File: config.mk
export PLATFORM = sky130hd
export DESIGN_NAME = ps2_key_rx
export DESIGN_NICKNAME = d
export VERILOG_FILES = /design/src/rtl/ps2_key_rx.sv
export SDC_FILE = /design/constraint.sdc
export NUM_CORES = 1
export LEC_CHECK = 0
export ABC_AREA = 1
export CORE_MARGIN = 2
export CORE_UTILIZATION = 35
export CTS_CLUSTER_SIZE = 14
export DETAILED_ROUTE_END_ITERATION = 6
export PLACE_DENSITY_LB_ADDON = 0.05
export SETUP_SLACK_MARGIN = 0.1
export SLEW_MARGIN = 40
export SYNTH_ARGS = -nofsm -noshare
export SYNTH_HDL_FRONTEND = slang
export SYNTH_SLANG_ARGS = --single-unit
File: constraint.sdc
create_clock -name clk_sys -period 2.15 [get_ports clk_sys]
set_input_delay 0.645 -clock clk_sys [delete_from_list [all_inputs] [get_ports clk_sys]]
set_output_delay 0.645 -clock clk_sys [all_outputs]
set_load 0.02 [all_outputs]
File: src/rtl/ps2_key_rx.sv
// rtl/ps2_key_rx.sv - PS/2 keyboard receiver producing the 11-bit ps2_key event word
module ps2_key_rx #(
  parameter int FILTER_LEN = 8,
  parameter int TIMEOUT    = 100000
) (
  input  logic        clk_sys,
  input  logic        reset_n,
  input  logic        ps2_clk,
  input  logic        ps2_data,
  output logic [10:0] ps2_key,
  output logic        frame_err
);

  localparam int FW = $clog2(FILTER_LEN + 1);
  localparam int TW = $clog2(TIMEOUT + 1);

  logic [1:0]    clk_sync_q, dat_sync_q;
  logic          filt_q, filt_d;
  logic [FW-1:0] fcnt_q, fcnt_d;
  logic [3:0]    bitcnt_q;
  logic [8:0]    shift_q;
  logic [TW-1:0] tcnt_q;
  logic          ext_q, brk_q;
  logic [2:0]    skip_q;
  logic [10:0]   key_q;
  logic          err_q;

  logic       sample, dat, frame_ok, is_resp;
  logic [7:0] byte_w;

  // Filtered clock flips only after FILTER_LEN consecutive cycles at the opposite level.
  always_comb begin
    filt_d = filt_q;
    fcnt_d = '0;
    if (clk_sync_q[1] != filt_q) begin
      if (fcnt_q == FW'(FILTER_LEN - 1)) filt_d = clk_sync_q[1];
      else                               fcnt_d = fcnt_q + 1'b1;
    end
  end

  assign sample   = filt_q & ~filt_d;
  assign dat      = dat_sync_q[1];
  assign byte_w   = shift_q[7:0];
  assign frame_ok = (^shift_q) & dat;
  assign is_resp  = (byte_w == 8'hAA) || (byte_w == 8'hFA) || (byte_w == 8'hFE) ||
                    (byte_w == 8'hEE) || (byte_w == 8'h00) || (byte_w == 8'hFF);

  always_ff @(posedge clk_sys or negedge reset_n) begin
    if (!reset_n) begin
      clk_sync_q <= 2'b11;
      dat_sync_q <= 2'b11;
      filt_q     <= 1'b1;
      fcnt_q     <= '0;
      bitcnt_q   <= '0;
      shift_q    <= '0;
      tcnt_q     <= '0;
      ext_q      <= 1'b0;
      brk_q      <= 1'b0;
      skip_q     <= '0;
      key_q      <= '0;
      err_q      <= 1'b0;
    end else begin
      clk_sync_q <= {clk_sync_q[0], ps2_clk};
      dat_sync_q <= {dat_sync_q[0], ps2_data};
      filt_q     <= filt_d;
      fcnt_q     <= fcnt_d;
      err_q      <= 1'b0;
      if (sample) begin
        tcnt_q <= '0;
        if (bitcnt_q == 4'd0) begin
          if (!dat) bitcnt_q <= 4'd1;
        end else if (bitcnt_q != 4'd10) begin
          shift_q  <= {dat, shift_q[8:1]};
          bitcnt_q <= bitcnt_q + 4'd1;
        end else begin
          bitcnt_q <= 4'd0;
          if (!frame_ok) begin
            err_q  <= 1'b1;
            ext_q  <= 1'b0;
            brk_q  <= 1'b0;
            skip_q <= '0;
          end else if (skip_q != 3'd0) begin
            skip_q <= skip_q - 3'd1;
          end else if (byte_w == 8'hE1) begin
            skip_q <= 3'd7;
          end else if (byte_w == 8'hE0) begin
            ext_q <= 1'b1;
          end else if (byte_w == 8'hF0) begin
            brk_q <= 1'b1;
          end else if (!(is_resp && !ext_q && !brk_q)) begin
            key_q <= {~key_q[10], ~brk_q, ext_q, byte_w};
            ext_q <= 1'b0;
            brk_q <= 1'b0;
          end
        end
      end else if (bitcnt_q == 4'd0) begin
        tcnt_q <= '0;
      end else if (tcnt_q == TW'(TIMEOUT)) begin
        // Abandon the partial frame; prefix flags survive.
        bitcnt_q <= 4'd0;
        err_q    <= 1'b1;
        tcnt_q   <= '0;
      end else begin
        tcnt_q <= tcnt_q + 1'b1;
      end
    end
  end

  assign ps2_key   = key_q;
  assign frame_err = err_q;

endmodule

==> impl_results.md <==
- Yosys top cell by area: dfrtp_1
- Initial core utilization: 0.362
- Asr flop ratio synth: 1.00
- Sw frac: 0.242
- Die Ht: 96.5 µm
- Worst Setup Path Type: reg2out
- Yosys reg bits: 56
- Routability congestion estimate: just over 0.8
- Num rows: 33
- Pin count of the biggest net entering global routing: 20
- Startpoint types: register
- Crit-path cells: clkdlybuf4s50_1
- Ports: 16
- Total CTS buffers: 5
- Pwr Density: 520 mW/mm²
- Final Critical Period: between 1500 and 2000 ps
- RSZ-0062 raised after global routing: true
- Vias/cell: approximately 4.6
- R2R Setup Slk: 270 ps
- Seq/Total Area, Yosys: 0.470
- Root buffer cell: clkbuf_8
- Final WL: 5950 µm
- Final ANT Viol Nets: 0
- Synthesis Warnings: 0
- XOR/XNOR share of the synthesized area: 0.0146
- Power share of the clock group: 0.318
- Die W: around 96 µm
- Yosys top cell area share: 0.426
- Met1 Track Usage GR: 0.208
- Share of layout cells above drive strength 1: 0.157
- GR Layer Usage met3: 0.0248
- Largest family of logic cells by synthesized area: simple AND/OR/NAND/NOR gates
- Fin util: 0.420
- Top post-synthesis cells by area: dfrtp_1, nand2_1, ha_1, inv_1, dfstp_2
- H-tree lvl count: 2
- Grt met2 use: 0.225
- Sequential share of power: 0.622
- DRT iter0 DRCs: 66
- Overflow after GRT: 0
- Slew margin rel.: 0.699
- Count leader, synth: nand2_1
- Placeable Area: 0.00826 mm²
- Cell Int Power: between 1 and 1.5 mW
- Period utilisation layout: 0.907
- Via Count: 2268
- Post-CTS Hold Buffers: 0
- Final hold violations: 0
- Diode count: 0
- Mux contribution to synthesized area: 0
- Clk_lat worst skew: 310 ps
- Worst-path fanout max: 2
- NumNets Final: between 400 and 500
- Area Growth Syn to Fin: 15.9%
- Detail-routed net length per standard cell: 12.0 µm
- WP buf/inv: 1
- Post-Layout Inst Area: 0.00347 mm²
- Vias in the first global route: 2218
- First-pass GRT wire length: 10600 µm
- Number of max-cap violations: 0
- DRC viols: 0
- Switching power: 0.436 mW
- Peak supply drop: roughly 0.25 mV
- CP Capture Type: output pin
- Total GRT Usage: 0.145
- Post-Synth Adder-Cell Area: 0.0878
- Worst path max stage delay: between 600 and 700 ps
- Req. time, crit path: 1500 ps
- Cell family with the largest share of critical-path delay: buffers and inverters
- WP data arrival: 1300 ps
- Max Slew Vio Count: 0
- Num Clock Sinks: 56
- Syn_area_per_cell: between 8 and 9 µm²
- Hold/Removal Path Class: in2async
- Slowest CP cell: clkdlybuf4s50_1
- PortBufs: 15
- Slew at the pin closest to its max-slew limit: about 450 ps
- PnR Total Power: roughly 1.8 mW
- Worst-path clk slew: 100 ps
- Cell count after synthesis: 355
- Fmax achieved: 0.513 GHz
- Hold slack: 267 ps
- Setup TNS: 0 ps
- Post-Syn Area: approximately 0.003 mm²
- Synth cell types: 34
- Finish-stage setup viols: 0
- Synth cell count leaders: nand2_1, dfrtp_1, inv_1
- Reg2Reg Depth: 11
- Comb pwr share: 0.060
- Syn nets: 380
- Compound-Gate Fraction of Synth Area: 0.0941
- DIE AREA: about 0.0093 mm²
- Initial antenna violation count: 0
- Stages on the worst setup path: 1
- Main synth FF type: dfrtp_1
- TritonCTS clock tree: yes
- Detailed placer's ending HPWL: 4490 µm
- Placed cell areas: about 0.0033 mm²
- EDFF count, synth: 0
- Top Usage Layer GRT: met2
- Status: complete, no violations
- Fin Clk Skew: 7.90 ps
- Simple-Gate Fraction of Synth Area: 0.260
- P_leak: 1.63 nW
- Pre-antenna DRT Iters: 5
- CTS Buffer Depth: 2
worst paths after layout:
| path | from | end |
|---|---|---|
| worst max-delay path | ps2_key[7]$_DFFE_PN0P_ | ps2_key[7] |
| worst min-delay path | reset_n | ps2_key[0]$_DFFE_PN0P_ |
| worst max register to register | shift_q[4]$_DFFE_PN0P_ | ps2_key[9]$_DFFE_PN0P_ |
| worst min register to register | dat_sync_q[0]$_DFF_PN1_ | dat_sync_q[1]$_DFF_PN1_ |
| max in group asynchronous | reset_n | dat_sync_q[0]$_DFF_PN1_ |
| min in group clk_sys | dat_sync_q[0]$_DFF_PN1_ | dat_sync_q[1]$_DFF_PN1_ |
logic make-up (layout without fill, tap and decap cells):
group / count (synthesis) / after routing
flip-flops: 56 / 56
buffers and inverters: 53 / 87
adder cells (fa/ha/maj): 21 / 21
AND/OR/NAND/NOR: 172 / 172
XOR/XNOR: 5 / 5
AO/OA/AOI/OAI: 48 / 48
power groups by stage:
stage               Combinational, mW  Sequential (mW)  Clock, mW
finish                          0.109             1.12      0.573
global route                    0.138             1.13      0.635
global placement                0.110             1.14          0
detailed placement              0.111             1.14          0
floorplan                      0.0656             1.14          0
CTS                             0.113             1.12      0.606
layout make-up:
cell class,count,area [µm²]
Clock buffer,7,76.3
Clock inverter,1,5.00
Fill cell,842,4790
Inverter,48,180
Multi-Input combinational cell,246,1390
Sequential cell,56,1410
Tap cell,105,131
Timing Repair Buffer,31,282
layer usage:
| metal | vias up | wire (µm) |
|---|---|---|
| li1 | 1195 | - |
| met1 | 1037 | 3180 |
| met2 | 29 | 2530 |
| met3 | 7 | 174 |
| met4 | 0 | 74 |
| met5 | - | 0 |
placed cells by master (no fill, tap or decap), types with 2 or more instances in the layout:
cell type	n
xor2_1	2
nand4_1	8
clkbuf_1	2
xnor2_1	2
a21oi_1	9
o21ai_2	9
dfrtp_1	51
o21ai_1	2
nor4_1	2
clkbuf_8	5
dfstp_2	5
clkdlybuf4s50_1	14
inv_2	6
nand2_1	87
nand3_1	18
o21ai_0	25
nor2_1	34
nor2_4	2
buf_4	14
nor2_2	4
inv_1	42
nand2_2	5
ha_1	21
nor3_1	4
flip-flops by register name (all words and copies together) (netlist names):
name,cells
tcnt_q,17
ps2_key,11
shift_q,9
bitcnt_q,4
fcnt_q,4
skip_q,3
clk_sync_q,2
dat_sync_q,2
brk_q,1
ext_q,1
filt_q,1
frame_err,1
timing repair:
action,4_1_cts,5_1_grt
setup endpoints to repair,0,24
setup buffers,0,3
resized for setup,0,10
per-stage QoR:
step | instances | worst slack, ps
floorplan | 355 | 411
global placement | 483 | 186
detailed placement | 483 | 168
CTS | 491 | 146
global route | 494 | 87.7
finish | 494 | 200
Note: power is estimated with default switching activity, not from simulation.
